--- src/rtl/tinyqv_time_prescaler_pkg.sv ---
`default_nettype none
// +----------------------------------------------------------------------+
// | tinyqv_time_pkg: shared encodings and field positions for the        |
// | TinyQV 1 MHz time prescaler.                  Revision: 1.0          |
// +----------------------------------------------------------------------+
package tinyqv_time_pkg;

  typedef enum logic [1:0] {
    MODE_INTERNAL = 2'b00,
    MODE_EXTERNAL = 2'b01,
    MODE_STOPPED  = 2'b10
  } mode_e;

  localparam int CFG_MODE_HI = 31;
  localparam int CFG_MODE_LO = 30;
  localparam int CFG_LOST    = 29;
  localparam int CFG_DIV_HI  = 23;
  localparam int CFG_DIV_LO  = 8;
  localparam int CFG_FRAC_HI = 7;
  localparam int CFG_FRAC_LO = 0;

  localparam logic [15:0] DIV_MIN    = 16'd2;
  localparam logic [1:0]  MISS_LIMIT = 2'd2;

  function automatic logic [15:0] clamp_div(input logic [15:0] d);
    return (d < DIV_MIN) ? DIV_MIN : d;
  endfunction

endpackage
`default_nettype wire

--- src/rtl/tinyqv_time_prescaler_if.sv ---
`default_nettype none
// +----------------------------------------------------------------------+
// | tinyqv_time_prescaler_if: config bus and timer strobe of the         |
// | prescaler.                                    Revision: 1.0          |
// +----------------------------------------------------------------------+
interface tinyqv_time_prescaler_if;
  logic        set_cfg;
  logic [31:0] data_in;
  logic [31:0] cfg_out;
  logic        ext_lost;
  logic        time_pulse;

  modport master (output set_cfg, data_in, input cfg_out, ext_lost, time_pulse);
  modport slave  (input set_cfg, data_in, output cfg_out, ext_lost, time_pulse);
endinterface
`default_nettype wire

--- src/rtl/tinyqv_time_prescaler_pulse_sync.sv ---
`default_nettype none
// +----------------------------------------------------------------------+
// | tinyqv_pulse_sync: 2-flop synchroniser with registered rising-edge   |
// | detect, one-cycle output.                     Revision: 1.0          |
// +----------------------------------------------------------------------+
module tinyqv_pulse_sync (
  input  logic clk,
  input  logic rst,
  input  logic async_in,
  output logic pulse
);

  logic sync1, sync2, sync2_d;

  always_ff @(posedge clk) begin
    if (rst) begin
      sync1   <= 1'b0;
      sync2   <= 1'b0;
      sync2_d <= 1'b0;
      pulse   <= 1'b0;
    end else begin
      sync1   <= async_in;
      sync2   <= sync1;
      sync2_d <= sync2;
      pulse   <= sync2 & ~sync2_d;
    end
  end

endmodule
`default_nettype wire

--- src/rtl/tinyqv_time_prescaler.sv ---
`default_nettype none
// +----------------------------------------------------------------------+
// | tinyqv_time_prescaler: 1 MHz mtime strobe from a fractional divider  |
// | or an external reference with watchdog fallback.  Revision: 1.0      |
// +----------------------------------------------------------------------+
module tinyqv_time_prescaler
  import tinyqv_time_pkg::*;
#(
  parameter int DEFAULT_DIV_INT  = 64,
  parameter int DEFAULT_DIV_FRAC = 0
) (
  input  logic                    clk,
  input  logic                    rst,
  input  logic                    ext_ref,
  tinyqv_time_prescaler_if.slave  bus
);

  localparam logic [15:0] RST_DIV_INT  = 16'(DEFAULT_DIV_INT);
  localparam logic [7:0]  RST_DIV_FRAC = 8'(DEFAULT_DIV_FRAC);

  logic [1:0]  mode;
  logic [15:0] div_int;
  logic [7:0]  div_frac;
  logic [15:0] cnt;
  logic [7:0]  acc;
  logic [1:0]  miss;
  logic        ext_lost;
  logic        fallback;
  logic        time_pulse;

  logic        ref_edge;
  logic        wrap;
  logic        is_ext;
  logic        is_stop;
  logic [8:0]  acc_sum;
  logic [15:0] new_div;
  logic [1:0]  miss_next;
  logic        lost_now;
  logic        pulse_req;
  logic        unused_bits;

  tinyqv_pulse_sync u_sync (
    .clk      (clk),
    .rst      (rst),
    .async_in (ext_ref),
    .pulse    (ref_edge)
  );

  assign wrap      = (cnt == 16'd0);
  assign is_ext    = (mode == MODE_EXTERNAL);
  assign is_stop   = mode[1];  // both 10 and 11 mean stopped
  assign acc_sum   = {1'b0, acc} + {1'b0, div_frac};
  assign new_div   = clamp_div(bus.data_in[CFG_DIV_HI:CFG_DIV_LO]);
  assign miss_next = (miss == MISS_LIMIT) ? miss : miss + 2'd1;
  assign lost_now  = is_ext & wrap & ~ref_edge & (miss_next == MISS_LIMIT);
  assign unused_bits = ^bus.data_in[28:24];

  always_comb begin
    pulse_req = 1'b0;
    if (bus.set_cfg || is_stop) begin
      pulse_req = 1'b0;
    end else if (is_ext) begin
      pulse_req = ref_edge | (wrap & (fallback | lost_now));
    end else begin
      pulse_req = wrap;
    end
  end

  always_ff @(posedge clk) begin
    if (rst) begin
      mode       <= MODE_INTERNAL;
      div_int    <= RST_DIV_INT;
      div_frac   <= RST_DIV_FRAC;
      cnt        <= RST_DIV_INT - 16'd1;
      acc        <= 8'd0;
      miss       <= 2'd0;
      ext_lost   <= 1'b0;
      fallback   <= 1'b0;
      time_pulse <= 1'b0;
    end else begin
      // Guard keeps the strobe single-cycle when an edge follows a wrap pulse.
      time_pulse <= pulse_req & ~time_pulse;
      if (bus.set_cfg) begin
        mode     <= bus.data_in[CFG_MODE_HI:CFG_MODE_LO];
        div_int  <= new_div;
        div_frac <= bus.data_in[CFG_FRAC_HI:CFG_FRAC_LO];
        cnt      <= new_div - 16'd1;
        acc      <= 8'd0;
        miss     <= 2'd0;
        ext_lost <= 1'b0;
        fallback <= 1'b0;
      end else if (is_stop) begin
        cnt <= div_int - 16'd1;
        acc <= 8'd0;
      end else if (is_ext && ref_edge) begin
        cnt      <= div_int - 16'd1;
        acc      <= 8'd0;
        miss     <= 2'd0;
        fallback <= 1'b0;
      end else if (wrap) begin
        acc <= acc_sum[7:0];
        cnt <= div_int - 16'd1 + {15'd0, acc_sum[8]};
        if (is_ext) begin
          miss <= miss_next;
        end
        if (lost_now) begin
          fallback <= 1'b1;
          ext_lost <= 1'b1;
        end
      end else begin
        cnt <= cnt - 16'd1;
      end
    end
  end

  assign bus.cfg_out    = {mode, ext_lost, 5'b0, div_int, div_frac};
  assign bus.ext_lost   = ext_lost;
  assign bus.time_pulse = time_pulse;

endmodule
`default_nettype wire

--- src/flat_wrapper.sv ---
// flat-port wrapper written by rule: the top's interface ports become plain ports
module tinyqv_time_prescaler_flat import tinyqv_time_pkg::*;
#(
  parameter int DEFAULT_DIV_INT  = 64,
  parameter int DEFAULT_DIV_FRAC = 0
)
  (clk, rst, ext_ref, bus_set_cfg, bus_data_in, bus_cfg_out, bus_ext_lost, bus_time_pulse);
  tinyqv_time_prescaler_if bus_i ();
  input  logic clk;
  input  logic rst;
  input  logic ext_ref;
  input wire logic [$bits(bus_i.set_cfg)-1:0] bus_set_cfg;
  input wire logic [$bits(bus_i.data_in)-1:0] bus_data_in;
  output wire logic [$bits(bus_i.cfg_out)-1:0] bus_cfg_out;
  output wire logic [$bits(bus_i.ext_lost)-1:0] bus_ext_lost;
  output wire logic [$bits(bus_i.time_pulse)-1:0] bus_time_pulse;
  assign bus_i.set_cfg = bus_set_cfg;
  assign bus_i.data_in = bus_data_in;
  assign bus_cfg_out = bus_i.cfg_out;
  assign bus_ext_lost = bus_i.ext_lost;
  assign bus_time_pulse = bus_i.time_pulse;
  tinyqv_time_prescaler #(.DEFAULT_DIV_INT(DEFAULT_DIV_INT), .DEFAULT_DIV_FRAC(DEFAULT_DIV_FRAC)) u_core (.clk(clk), .rst(rst), .ext_ref(ext_ref), .bus(bus_i));
endmodule
--- config.mk ---
export PLATFORM = sky130hd
export DESIGN_NAME = tinyqv_time_prescaler_flat
export DESIGN_NICKNAME = d
export VERILOG_FILES = /design/src/rtl/tinyqv_time_prescaler_pkg.sv /design/src/rtl/tinyqv_time_prescaler_if.sv /design/src/rtl/tinyqv_time_prescaler_pulse_sync.sv /design/src/rtl/tinyqv_time_prescaler.sv /design/src/flat_wrapper.sv
export SDC_FILE = /design/constraint.sdc
export NUM_CORES = 1
export LEC_CHECK = 0
export BUFFER_PORTS_ARGS = -buffer_cell sky130_fd_sc_hd__buf_2
export CAP_MARGIN = 0
export CORE_MARGIN = 4
export CORE_UTILIZATION = 59
export CTS_BUF_LIST = sky130_fd_sc_hd__clkbuf_4
export DETAILED_ROUTE_END_ITERATION = 10
export PLACE_DENSITY_LB_ADDON = 0.1
export SYNTH_ARGS = -nofsm -noshare
export SYNTH_HDL_FRONTEND = slang
export SYNTH_SLANG_ARGS = --single-unit
--- constraint.sdc ---
create_clock -name clk -period 4.18 [get_ports clk]
set_input_delay 0.209 -clock clk [delete_from_list [all_inputs] [get_ports clk]]
set_output_delay 0.209 -clock clk [all_outputs]
set_load 0.02 [all_outputs]
==> impl_metrics.toml <==
[yosys]
synth_flop_cell = "dfxtp_1"
syn_area_um2 = 4030
synth.most_common_cell = "nor2_1"
ys_ff_latch = 59
synth_common_cells = "nor2_1 (65), dfxtp_1 (59), nand2_1 (37)"
synth_area_leaders = "dfxtp_1 (29%), mux2i_1 (7.0%), nor2_1 (6.1%)"
yosysUniqueCellTypes = 71
yosys.area.top_type = "dfxtp_1"
synth_top_area_share_pct = 29.3
synth_edf_count = 0
syn_area_per_cell_um2 = 8.25
synthArstFlopShare_pct = 0
yosysWarnings = 0
yosysSeqAreaShare_pct = 29.3
synth_cells = 489

[sta]
max_slew_margin_pct = 32.1
setup_tns_ns = 0
hold_viol = 0
tightest_slew_ns = 1.01
setup_viol = 0
max_freq_mhz = 276
drv_slew = 0
rsz0062_at_grt = "false"
finalCritPeriodShare_pct = 86.8
finalClockSkew_ns = 0.0242
timing.final.crit_period_ns = 3.63
finalWorstSetupSlack_ns = 0.550

[finish]
drive_above_1_share_pct = 18.7
nets = 587
syn_to_final_growth_pct = 11.0
instances_no_fill = 617
final_util_pct = 68.9
diodes = 0

[floorplan]
dieArea_um2 = 8220
initial_core_util_pct = 62.1
fp.dieH_um = 90.7
fp-row-count = 29
die-width_um = 90.7
io_pins = 70
core_um2 = 6490

[grt]
first_global_vias = 3648
grt_pass1_wl_um = 17200
grt_start_max_net_pins = 38
grt-ovfl-total = 0
antenna_found_initial = 0
grt_usage_pct = 25.5

[worst_setup_path]
reg2reg_depth = 17
worstPathMaxFanout = 3
worst_setup_path_end_kind = "flip-flop"
rr_endpoint = "u_core.cnt[6]"
crit_end = "u_core.cnt[6]"
rrSetupSlack_ns = 0.55
worstSetupStartpointType = "flip-flop"
crit_type = "flip-flop to flip-flop"
worstSetupStartpoint = "u_core.div_frac[0]"
r2r-start = "u_core.div_frac[0]"
worstPathRequired_ns = 4.52
arrival_ns = 3.97

[clock_network]
cts_setup_buffers = 0
path_clk_slew_ns = 0.11
cts_root_buffer = "clkbuf_4"
clk_latency_ns = 0.41
cts_buffer_depth = 2
cts_tree = "built"
cts_htree_levels = 3
cts_buffers = 9
postCtsHoldBufs = 0
cts_sinks = 59
cts-resized-gates = 0

[routing]
antenna_left = 0
vias = 3819
drcViolationCount = 0
vias_per_cell = 6.19
drt_first_pass_iters = 5
totalWireLength_um = 10300
routedWlPerCell_um = 16.7
drt-initial-drc-count = 246

[placement]
portBuffers = 58
dp_cells = 602
dp_hpwl_um = 7380
pre_cts_ws_ns = 0.643
gp_congestion = 0.890

[run]
drv_cap = 0

[pwr]
ir_drop_mv = 0.182
fin_total_pwr_mw = 1.38
p_leak_nw = 1.84
powerDensity_nw_per_um2 = 309

[outcome]
status = "finished clean"

[hold_path]
hold_class = "input port to flip-flop"
[placed cells by master, fill, tap and decap left out, types with 6 or more instances in the layout]
master / instances
nand2b_1: 6
dfxtp_1: 59
nand3_1: 11
nand2_1: 37
nor2b_1: 15
mux2i_1: 28
ha_1: 14
nor4_1: 15
inv_1: 10
a21oi_1: 24
nor3_1: 13
clkbuf_4: 10
nor2_1: 65
xor2_1: 12
a21o_1: 6
buf_2: 58
o31ai_1: 6
buf_4: 6
o21ai_0: 9
xnor2_1: 25
[routing by layer]
layer | global-route usage (%) | up-vias | wire [um]
met2 | 40.0 | 167 | 4710
met5 | 0 | - | 0
met3 | 4.67 | 21 | 843
li1 | - | 1857 | -
met4 | 10.3 | 0 | 148
met1 | 34.4 | 1774 | 4590
[per-stage QoR]
stage	hold WS, ns	cell area, um2
floorplan	0.288	4050
global placement	0.378	4320
detailed placement	0.404	4320
CTS	0.00752	4480
global route	0.00139	4480
finish	0.0155	4480
[flip-flops by register name, indices dropped and copies added (netlist names), 2 cells and up]
register,count
u_core.acc,8
u_core.cnt,16
u_core.div_frac,8
u_core.div_int,16
u_core.miss,2
u_core.mode,2
[critical path: stages (launching register included)]
cell      delay (ns)
dfxtp_1         0.35
ha_1            0.23
fa_1            0.40
a21o_1          0.18
a21oi_1         0.23
o21bai_1        0.11
a21oi_1         0.23
nor2b_1         0.07
o21ai_0         0.14
nand2b_1        0.10
ha_1            0.20
ha_1            0.19
inv_1           0.09
a211o_1         0.21
nor2_1          0.08
mux2_2          0.31
a221oi_1        0.28
o21a_1          0.15
[area by class of cell]
cell class / count / area (um2)
clock buffers: 10 / 75.1
clock inverters: 5 / 78.8
fillers: 547 / 2020
inverters: 10 / 37.5
multi-input cells: 392 / 2670
flip-flops and latches: 59 / 1180
well taps: 77 / 96.3
repair buffers: 64 / 335
[how the worst min path moves through the flow]
stage	from	end	slack [ns]	cells past startpoint
finish	ext_ref	u_core.u_sync.sync1	0.02	2
global route	ext_ref	u_core.u_sync.sync1	0.001	2
CTS	ext_ref	u_core.u_sync.sync1	0.008	2
detailed placement	u_core.u_sync.sync2_d	u_core.u_sync.pulse	0.40	1
global placement	u_core.u_sync.sync2_d	u_core.u_sync.pulse	0.38	1
floorplan	rst	u_core.u_sync.sync2_d	0.29	1
[power by group]
part	switching (mW)	internal, mW	leakage, nW
registers	0.0415	0.591	0.485
logic	0.169	0.114	1.27
clock network	0.222	0.245	0.0862
total	0.433	0.950	1.84
[cells by family after synthesis]
kind of cell               after synthesis  share of synthesized area [%]
and+or+nand+nor                        208                           28.0
AOI/OAI and AO/OA                       95                           16.6
DFF                                     59                           29.3
buffers and inverters                   42                           4.96
xor gates and xnor gates                38                           8.44
muxes                                   31                           7.79
adders and majority gates               15                           4.84
other                                    1                         0.0930
Note: power is estimated with default switching activity, not from simulation.
